`src/rtl/mult_accumulate_stage.sv`:
```
// mult_accumulate_stage: sums a programmed number of 64-bit signed products
// from the 32x32 multiplier into an ACC_W-bit accumulator. The final sum,
// the beat count and a sticky overflow flag are returned over a valid/ready
// handshake.
// Optional build macro: MAC_SATURATE_EN. When defined, the accumulator clamps
// to its most positive or most negative value on overflow. When undefined, the
// accumulator wraps in two's complement. The sticky overflow flag is set in
// both builds.
module mult_accumulate_stage #(
  parameter int ACC_W = 72,
  parameter int CNT_W = 8
) (
  input  logic             clk,
  input  logic             reset,
  input  logic             start,
  input  logic [CNT_W-1:0] len,
  input  logic             prod_valid,
  output logic             prod_ready,
  input  logic [63:0]      prod_data,
  input  logic             prod_ovf,
  output logic             res_valid,
  input  logic             res_ready,
  output logic [ACC_W-1:0] res_data,
  output logic             res_ovf,
  output logic [CNT_W-1:0] res_count,
  output logic             busy
);

  typedef enum logic [1:0] {
    IDLE  = 2'd0,
    ACCUM = 2'd1,
    DONE  = 2'd2
  } state_t;

  state_t                  state_q, state_d;
  logic signed [ACC_W-1:0] acc_q, acc_d;
  logic [CNT_W-1:0]        rem_q, rem_d;
  logic [CNT_W-1:0]        cnt_q, cnt_d;
  logic                    ovf_q, ovf_d;

  logic signed [ACC_W-1:0] prod_ext;
  logic signed [ACC_W:0]   sum_w;
  logic signed [ACC_W-1:0] sum_trunc;
  logic                    add_ovf;
  logic signed [ACC_W-1:0] acc_beat;

  // Sign-extend the incoming product to accumulator width.
  function automatic logic signed [ACC_W-1:0] sext_prod(input logic signed [63:0] p);
    return ACC_W'(p);
  endfunction

`ifdef MAC_SATURATE_EN
  // Clamp value for an overflowed add. The direction follows the operand sign,
  // because overflow only happens when both operands share a sign.
  function automatic logic signed [ACC_W-1:0] sat_value(input logic neg);
    return neg ? {1'b1, {(ACC_W-1){1'b0}}} : {1'b0, {(ACC_W-1){1'b1}}};
  endfunction
`endif

  assign prod_ext  = sext_prod(prod_data);
  assign sum_w     = (ACC_W+1)'(acc_q) + (ACC_W+1)'(prod_ext);
  assign sum_trunc = sum_w[ACC_W-1:0];
  // When the operand signs are equal and the result sign differs, the top two
  // bits of the one-bit-wider sum disagree.
  assign add_ovf   = sum_w[ACC_W] ^ sum_w[ACC_W-1];

`ifdef MAC_SATURATE_EN
  assign acc_beat = add_ovf ? sat_value(prod_ext[ACC_W-1]) : sum_trunc;
`else
  assign acc_beat = sum_trunc;
`endif

  // Next state and datapath update for the IDLE -> ACCUM -> DONE job sequence.
  always_comb begin
    state_d = state_q;
    acc_d   = acc_q;
    rem_d   = rem_q;
    cnt_d   = cnt_q;
    ovf_d   = ovf_q;
    case (state_q)
      IDLE: begin
        if (start) begin
          acc_d   = '0;
          ovf_d   = 1'b0;
          cnt_d   = '0;
          rem_d   = len;
          state_d = (len != '0) ? ACCUM : DONE;
        end
      end
      ACCUM: begin
        if (prod_valid) begin
          acc_d = acc_beat;
          ovf_d = ovf_q | prod_ovf | add_ovf;
          cnt_d = cnt_q + CNT_W'(1);
          rem_d = rem_q - CNT_W'(1);
          if (rem_q == CNT_W'(1)) state_d = DONE;
        end
      end
      DONE: begin
        if (res_ready) state_d = IDLE;
      end
      default: state_d = IDLE;
    endcase
  end

  // State and accumulator registers with synchronous reset.
  always_ff @(posedge clk) begin
    if (reset) begin
      state_q <= IDLE;
      acc_q   <= '0;
      rem_q   <= '0;
      cnt_q   <= '0;
      ovf_q   <= 1'b0;
    end else begin
      state_q <= state_d;
      acc_q   <= acc_d;
      rem_q   <= rem_d;
      cnt_q   <= cnt_d;
      ovf_q   <= ovf_d;
    end
  end

  // The handshake outputs decode the state register only. The result fields
  // come straight from registers, so they hold stable while DONE waits.
  assign prod_ready = (state_q == ACCUM);
  assign res_valid  = (state_q == DONE);
  assign busy       = (state_q != IDLE);
  assign res_data   = acc_q;
  assign res_ovf    = ovf_q;
  assign res_count  = cnt_q;

endmodule

```
`config.mk`:
```
export PLATFORM = sky130hd
export DESIGN_NAME = mult_accumulate_stage
export DESIGN_NICKNAME = d
export VERILOG_FILES = /design/src/rtl/mult_accumulate_stage.sv
export SDC_FILE = /design/constraint.sdc
export NUM_CORES = 1
export LEC_CHECK = 0
export ABC_AREA = 1
export CORE_MARGIN = 3
export CORE_UTILIZATION = 45
export CTS_BUF_LIST = sky130_fd_sc_hd__clkbuf_4 sky130_fd_sc_hd__clkbuf_8
export DETAILED_ROUTE_END_ITERATION = 8
export PLACE_DENSITY = 0.72
export SLEW_MARGIN = 10
export SYNTH_ARGS = -nofsm -noshare
export SYNTH_HDL_FRONTEND = slang
export SYNTH_SLANG_ARGS = --single-unit
```
`constraint.sdc`:
```
create_clock -name clk -period 1.9 [get_ports clk]
set_input_delay 0.285 -clock clk [delete_from_list [all_inputs] [get_ports clk]]
set_output_delay 0.285 -clock clk [all_outputs]
set_load 0.03 [all_outputs]
```
Yosys cells after proc, flatten, opt, wreduce, memory -nomap -nowiden
Cells that the tools add are included.
- register bits after elaboration: 91
- add/subtract/negate cells: 3
- equal/unequal tests: 7
- muxes and demuxes: 18
- bitwise operators: 3
- reductions and logical operators: 6
- operators with widths (operator ; count):
    72-bit 2-to-1 mux ; 2
    72-bit one-hot mux with 2 select lines ; 1
    72-bit by 64-bit adder with 73-bit output ; 1
    8-bit 2-to-1 mux ; 4
    8-bit one-hot mux with 2 select lines ; 2
    2-bit 2-to-1 mux ; 5
    8-bit by 1-bit adder with 8-bit output, second input constant ; 1
    8-bit by 1-bit equality test with 1-bit output, second input constant ; 1
    8-bit nonzero test ; 1
    8-bit by 1-bit subtractor with 8-bit output, second input constant ; 1
    2-bit one-hot mux with 3 select lines ; 1
    2-bit by 1-bit inequality test with 1-bit output, second input constant ; 2
    2-bit inequality test, second input constant ; 2
    4-bit AND reduction ; 1
    2-bit nonzero test ; 2
    3-bit AND reduction ; 1
    2-bit by 1-bit equality test with 1-bit output, second input constant ; 1
    2-bit equality test, second input constant ; 1
    2-bit logical NOT ; 1
    1-bit 2-to-1 mux ; 2
    1-bit OR ; 2
    1-bit one-hot mux with 2 select lines ; 1
    1-bit bitwise XOR ; 1

Longest topological paths before layout
Gate-level depths: netlist (run 1).
- depth in word-level cells: 5
- mapped depth: 18
- gate-level depth less buffers: 18

Worst setup path after synthesis (run 1)
No wires, ideal clock.
- kind: register to register
- from: register acc_q[0], in the netlist res_data[0]
- to: register acc_q[56], in the netlist res_data[56]
- setup time: 0.132 ns
- arrival time: 2.190 ns
- setup slack: -0.423 ns
- stages on the path, launching flop included: 18
- path buffers: 0
- clock period less this slack: 2.323 ns
- cells stage by stage: dfxtp_1 ha_1 inv_1 fa_1 inv_1 nand3_1 nand2_2 nand2_1 nand2_2 nand2_1 nand3_2 nand2_1 nand2_2 nand3_1 nand3_1 nand2_1 nand3_1 a21oi_1
- cells in the longest elaborated chain, start to end: 3
- RTL lines (element ; RTL line ; text):
    start, declared ; 36 ; logic signed [ACC_W-1:0] acc_q, acc_d;
    start signal, assigned ; 110 ; acc_q <= '0;
    start signal, assigned ; 116 ; acc_q <= acc_d;
    72-bit by 64-bit adder with 73-bit output ; 61 ; assign sum_w = (ACC_W+1)'(acc_q) + (ACC_W+1)'(prod_ext);
    72-bit 2-to-1 mux ; 91 ; if (prod_valid) begin
    72-bit one-hot mux with 2 select lines ; 80 ; case (state_q)
No other way between the ends. The select of a mux whose other input is x is not followed.
A chain may end at the register's enable or synchronous reset.

Final worst setup path (run 1)
- from: input prod_data[3]
- to: register acc_q[33], in the netlist res_data[33]
- cells in the longest elaborated chain, start to end: 3
- RTL lines (element ; RTL line ; text):
    start, declared ; 19 ; input logic [63:0] prod_data,
    72-bit by 64-bit adder with 73-bit output ; 61 ;
    72-bit 2-to-1 mux ; 91 ;
    72-bit one-hot mux with 2 select lines ; 80 ;
No other way between the ends. The select of a mux whose other input is x is not followed.

==> results.toml, run 1 <==
[outcome]
outcome = "finished with violations"
violations = "negative setup slack"

[synth]
synthArstFlopShare_pct = 0
synth_cell_types = 49
syn_area_per_cell_um2 = 5.84
ys_seq_area_share_pct = 19.7
syn_area_um2 = 9260
yosys_warnings = 0
ys.flop_type = "dfxtp_1"
syn_inst = 1587
synth_fp_nets = 1741
synth_edf_count = 0
synth_seq_cells = 91

[cells_and_area]
final_core_util_pct = 90.6
multi_input_area_um2 = 9750
regArea_um2 = 1960
area_delta_synth_final_pct = 94.1
fill_cells = 863
final_cell_count_no_fill = 2409
drive_gt1_share_pct = 51.6
finalNetCount = 2292

[place]
place_hpwl_um = 32300
place_ws_ps = -1000
gp_congestion = 1.05
place.port_buffers = 161
place_inst = 2324

[floorplanning]
start_util_pct = 46.7
die_h_um = 149
die-area_um2 = 22300
die_w_um = 149
coreArea_um2 = 19800
ios = 162
std_cell_rows = 51

[clocking]
cts_sinks = 91
path_clk_slew_ps = 130
cts_tree = "built"
cts_root_buf = "clkbuf_8"
ctsHoldBuffers = 0
h-tree-depth = 3
cts.path.max_buffers = 2
cts_buffers = 9
clkLatencyLatePin_ps = 420

[routing]
drc = 0
dr_total_vias = 15500
drtPass1Iterations = 9
via_per_inst = 6.42
drt_iter0_markers = 2351
wl_per_cell_um = 24.1
ant_nets = 0
drt_wl_total_um = 58200

[sta]
slew_violations = 0
period_share_pct = 149
tns_ps = -25720
finalWorstSetupSlack_ps = -927
rsz0062_at_grt = "true"
hold_ws_ps = 86.2
slew_headroom_pct = 38.3
min_period_ps = 2830
max_freq_mhz = 354
skew_ps = 28.6
worst_slew_pin_slew_ps = 916
setup_viol = 68
timing.final.hold_violations = 0

[worst_setup_path]
cp-startpoint = "prod_data[3]"
rr_worst_depth = 14
path_max_fanout = 4
worstPathRequired_ps = 2260
rr_endpoint = "res_data[33]"
critical_path_class = "in -> reg"
rrSetupSlack_ps = -900
crit_path_start_kind = "input pin"
end_kind = "register"
r2r-start = "res_data[2]"
critPathArrivalTime_ps = 3180

[job]
maxCapViolCount = 0

[grt]
antenna_found_initial = 1
grt_max_degree = 79
grt_overflow = 0
grt_pass1_wl_um = 69500
grt_pass1_vias = 13300
grt_usage_pct = 39.5

[worst_hold_path]
holdPathStages = 2
hold_path.class = "in -> reg"
worstHoldStart = "reset"
worstHoldEndpoint = "state_q[1]"

[pwr]
max-vdd-ir-drop_uv = 786
p_per_area_nw_per_um2 = 779
leakage_uw = 0.00805
-- layout by cell type, fill, tap and decap left out, drive strengths merged --
cell and n:
nand3 82, o31ai 1, a31oi 8, nor4 2
o21a 1, clkdlybuf4s50 117, o211a 1, buf 408
a21o 11, a31o 1, fa 1, xor2 1
dlygate4sd2 25, o221a 1, and2 1, nor2 222
a21oi 213, a21boi 5, o211ai 3, xnor2 1
clkdlybuf4s15 1, clkinv 5, nand2 445, nand3b 22
dlymetal6s2s 15, o21bai 26, clkbuf 9, ha 75
inv 211, dfxtp 91, or2 6, o21ai 93
nor3b 2, nand4 7, a211oi 5, and3 1
nor3 23, o22ai 1, diode 1
-- logic make-up after synthesis --
| logic type | count (synthesis) | synth area share, % |
|---|---|---|
| AO/OA/AOI/OAI | 370 | 22.4 |
| adder cells (fa/ha/maj) | 76 | 10.3 |
| flip-flops | 91 | 19.7 |
| buffers and inverters | 235 | 9.74 |
| XOR/XNOR | 2 | 0.189 |
| AND/OR/NAND/NOR | 813 | 37.6 |
-- metrics by stage --
stage	instance area [um^2]	total power (uW)
2_1_floorplan	9700	6330
3_3_place_gp	14100	9340
3_5_place_dp	14100	9490
4_1_cts	16500	12100
5_1_grt	18000	14400
6_report	18000	14000
-- worst max-delay path, stage by stage --
cell             delay (ps)
clkdlybuf4s50_1         520
ha_4                    240
nand2_2                 110
buf_4                   110
a21oi_1                  40
o21ai_0                 720
nand2_1                 140
nand2_1                 110
nand2_1                  80
nand2_2                 100
nand3_4                 130
buf_6                   170
a21oi_4                 170
o21ai_2                  90
a21oi_2                 140
-- cells in the mapped netlist (8+ instances only) --
cell type	count	area share [%]
o21ai_0	84	4.5
nor2_1	196	7.9
a21o_1	11	0.89
nand3_1	71	3.8
a21oi_2	10	0.95
nor2_2	25	1.7
ha_1	75	10
nand3_2	11	1.2
nand2_2	11	0.74
inv_2	20	0.81
inv_1	187	7.6
nand2_1	433	18
nand3b_1	22	1.8
o21bai_1	26	2.1
nor3_1	21	1.1
dfxtp_1	91	20
a21oi_1	202	11
a31oi_1	8	0.54
clkbuf_1	16	0.65
-- worst max-delay path by stage --
| stage | end | cells past startpoint |
|---|---|---|
| after detailed placement | res_ovf | 14 |
| after global routing | res_data[49] | 16 |
| after global placement | res_data[57] | 13 |
| after floorplan | res_ovf | 18 |
| final | res_data[33] | 15 |
| after CTS | res_data[42] | 14 |
-- flip-flops by register name, indices dropped and copies added, names as in the netlist --
signal / count
res_data: 72
rem_q: 8
res_count: 8
state_q: 2
res_ovf: 1
-- what timing repair did --
action	4_1_cts	5_1_grt
gates resized for setup	519	329
buffers inserted	47	31
setup endpoints to repair	64	83
pin swaps	136	137
-- cell type report --
type / count / area share (%)
Antenna cell: 1 / 0.0139
Clock buffer: 9 / 0.689
Clock inverter: 7 / 0.439
Inverter: 209 / 4.47
Multi-Input combinational cell: 1261 / 54.3
Sequential cell: 91 / 10.9
Tap cell: 265 / 1.84
Timing Repair Buffer: 566 / 27.4
-- metal layers --
layer / GRT usage [%] / up-vias / wire length [um]
met5: 0 / - / 0
met4: 11.7 / 0 / 5170
met3: 12.2 / 558 / 8750
met2: 62.0 / 1606 / 24500
met1: 52.3 / 6974 / 19800
li1: - / 6321 / -
-- power by group --
group	switching (uW)	total [uW]	internal, uW
logic	5830	9880	4060
registers	338	2600	2260
clock network	998	1520	524
No activity file was read; power rests on OpenSTA's default activity.
==> run 2: changes to the inputs <==
CORE_UTILIZATION = 50   (was 45)
MAX_ROUTING_LAYER = met4   (was default)
PLACE_DENSITY = 0.79   (was 0.72)
==> run 2 against run 1 <==
  * The run now fails in global routing (5_1_grt)
  * Synthesized cell count is the same
  * Area after synthesis did not move
==> results.toml, run 2 <==
[floorplanning]
die_h_um = 142
std_cell_rows = 49
start_util_pct = 51.2
die_w_um = 142
ios = 162

[synth]
synth_cell_types = 49
synth_fp_nets = 1741
synth_most_common_cell = "nand2_1"
synth_common_cells = "433 x nand2_1, 202 x a21oi_1, 196 x nor2_1"
syn_area_um2 = 9260
synth_seq_cells = 91
syn_area_per_cell_um2 = 5.84
netlist.area_leader.share_pct = 19.7
yosys-top-cells-area = "dfxtp_1 20%, nand2_1 18%, a21oi_1 11%"
ys.flop_type = "dfxtp_1"
ys_seq_area_share_pct = 19.7
yosys.area.top_type = "dfxtp_1"
synth_edf_count = 0
syn_inst = 1587
synthArstFlopShare_pct = 0
yosys_warnings = 0

[place]
place.port_buffers = 161
postPlaceCellArea_um2 = 14000
place_ws_ps = -952
gp_congestion = 1.04
place_hpwl_um = 32300

[outcome]
lastStage = "global routing (5_1_grt)"
error = "[ERROR DPL-0038] Utilization greater than 100%, impossible to legalize"
outcome = "aborted with a tool error"

[sta]
worst_endpoint = "res_data[34]$_SDFFE_PP0P_/D"
worstEndpointType = "sequential cell input"

[clocking]
h-tree-depth = 3
ctsHoldBuffers = 0
cts_root_buf = "clkbuf_8"
cts_sinks = 91
cts.path.max_buffers = 2
cts_buffers = 9

[grt]
grt_max_degree = 80
run 2: cell counts after synthesis:
Identical to the previous run, type by type.
run 2: kinds of logic after synthesis:
kind of cell / count (synthesis) / synth area share (%)
fa+ha+maj: 76 / 10.3
xor+xnor: 2 / 0.189
flops: 91 / 19.7
compound gates: 370 / 22.4
simple gates: 813 / 37.6
buf+inv: 235 / 9.74
run 2: timing repair:
action                                 4_1_cts
setup endpoints to repair                   64
setup buffers                               31
endpoints found under the hold margin        0
pin swaps                                  116
gates resized for setup                    520
run 2: stage by stage:
step / cells / hold slack (ps) / setup TNS, ps
floorplan: 1587 / 446 / -772
CTS: 2329 / 286 / -8090
global placement: 2282 / 472 / -41800
detailed placement: 2282 / 488 / -46000
==> run 3: changes to the inputs <==
CORE_UTILIZATION = 40   (was 50)
CTS_BUF_LIST = default   (was sky130_fd_sc_hd__clkbuf_4 sky130_fd_sc_hd__clkbuf_8)
MAX_ROUTING_LAYER = default   (was met4)
PLACE_DENSITY = default   (was 0.79)
PLACE_DENSITY_LB_ADDON = 0.15   (was default)
clock period = 2.47 ns   (was 1.9 ns; I/O delays follow)
==> run 3 against run 2 <==
  * The flow now finishes without violations
==> results.toml, run 3 (synthesis gave the netlist of run 1 again) <==
[outcome]
outcome = "finished, final reports clean"

[worst_setup_path]
crit_path_start_kind = "input pin"
worstPathRequired_ps = 2760
r2r-start = "res_data[47]"
crit_slowest_cell = "clkdlybuf4s50_1"
slowest_delay_ps = 490
crit_top_cell = "nor2_2"
cp-startpoint = "prod_data[41]"
worstSetupEndpoint = "res_data[61]"
rr_worst_depth = 14
critPathArrivalTime_ps = 2690
end_kind = "register"
path_max_fanout = 4
critical_path_class = "in -> reg"
rr_endpoint = "res_data[69]"
crit_path_cell_trace = "clkdlybuf4s50_1 -> ha_4 -> nand2_1 -> buf_4 -> nor2_2 -> inv_1 -> nor2_2 -> inv_1 -> nor2_2 -> nand4_1 -> nand3b_1 -> nand3_1 -> a21oi_1"
rrSetupSlack_ps = 140

[clocking]
path_clk_slew_ps = 90
cts_tree = "built"
cts_buffers = 9
clkLatencyLatePin_ps = 370
cts.path.max_buffers = 2
h-tree-depth = 3
cts_sinks = 91
cts_root_buf = "clkbuf_16"

[grt]
grt_usage_pct = 30.9
grt_pass1_vias = 11100
grt_overflow = 0
grt_max_degree = 80
grt_pass1_wl_um = 59700
antenna_found_initial = 0

[sta]
slew_violations = 0
slew_headroom_pct = 63.9
timing.final.hold_violations = 0
worst_slew_pin_slew_ps = 536
hold_ws_ps = 427
period_share_pct = 97.1
setup_viol = 0
max_freq_mhz = 417
rsz0062_at_grt = "true"
finalWorstSetupSlack_ps = 72.2
skew_ps = 15.0
min_period_ps = 2400

[routing]
drc = 0
dr_total_vias = 12200
wl_per_cell_um = 17.4
ant_nets = 0
drtPass1Iterations = 6
drt_wl_total_um = 40700
via_per_inst = 5.21
drt_iter0_markers = 1083

[cells_and_area]
area_delta_synth_final_pct = 57.9
largest_register_ffs = 72
fill_cells = 2201
drive_gt1_share_pct = 27.7
final_common_cell = "nand2_1"
finalNetCount = 2199
antenna_cells = 0
postLayoutCellArea_um2 = 14600
final_cell_mix = "409 x nand2_1, 308 x buf_4, 185 x inv_1"

[floorplanning]
std_cell_rows = 55
die_w_um = 158
coreArea_um2 = 22700
die-area_um2 = 25000
die_h_um = 158
start_util_pct = 40.8
ios = 162

[place]
gp_congestion = 1.01
place.port_buffers = 161
place_ws_ps = -445
postPlaceCellArea_um2 = 13400
place_hpwl_um = 32600

[worst_hold_path]
hold_path.class = "in -> reg"

[job]
maxCapViolCount = 0

[pwr]
p_per_area_nw_per_um2 = 619
max-vdd-ir-drop_uv = 690
leakage_uw = 0.00661
-- run 3: per-stage QoR --
step           TNS [ps]  utilization [%]  total power [uW]  std cells
6_report              0             64.4              9040       2335
5_1_grt            -218             64.4              9560       2335
4_1_cts               0             60.7              8660       2330
3_5_place_dp     -16050             59.2              7090       2314
3_3_place_gp     -15830             59.2              7040       2314
2_1_floorplan         0                -              4720       1587
-- run 3: power by group --
| group | switching [uW] | internal (uW) | leakage (uW) |
|---|---|---|---|
| logic | 3240 | 2310 | 0.00572 |
| clock network | 823 | 733 | 0.000152 |
| registers | 236 | 1700 | 0.000739 |
-- run 3: worst max-delay path: cells and delay by family --
kind / cells / cell delay [ps]
and+or+nand+nor: 7 / 960
buffers and inverters: 4 / 850
adders and majority gates: 1 / 340
AOI/OAI and AO/OA: 1 / 160
-- run 3: how the worst min path moves through the flow --
stage	startpoint	end	slack, ps	cells after the start
floorplan	rem_q[5]	rem_q[5]	460	2
global placement	res_data[35]	res_data[35]	470	2
detailed placement	res_data[36]	res_data[36]	470	2
CTS	reset	rem_q[3]	420	4
global route	reset	rem_q[3]	460	4
finish	reset	rem_q[3]	430	4
-- run 3: area by class of cell --
cell class | count | area, um^2 | area share, %
Clock buffer | 9 | 225 | 1.54
Multi-Input combinational cell | 1261 | 7340 | 50.2
Tap cell | 285 | 357 | 2.44
Timing Repair Buffer | 473 | 4000 | 27.4
Inverter | 209 | 785 | 5.37
Clock inverter | 7 | 91.3 | 0.625
Sequential cell | 91 | 1820 | 12.5
-- run 3: metal layers --
metal / wire (um) / up-vias / GRT usage [%] / share of wire (%)
met5: 0 / - / 0 / 0
met4: 425 / 0 / 4.47 / 1.0
met3: 3400 / 32 / 5.33 / 8.4
met2: 16500 / 444 / 45.3 / 41
met1: 20300 / 5562 / 48.1 / 50
li1: - / 6118 / - / -
-- run 3: what timing repair did --
action,in CTS,in global routing
setup buffers,0,5
hold buffers,0,0
pin swaps,1,29
setup endpoints to repair,9,46
gates resized for setup,9,178
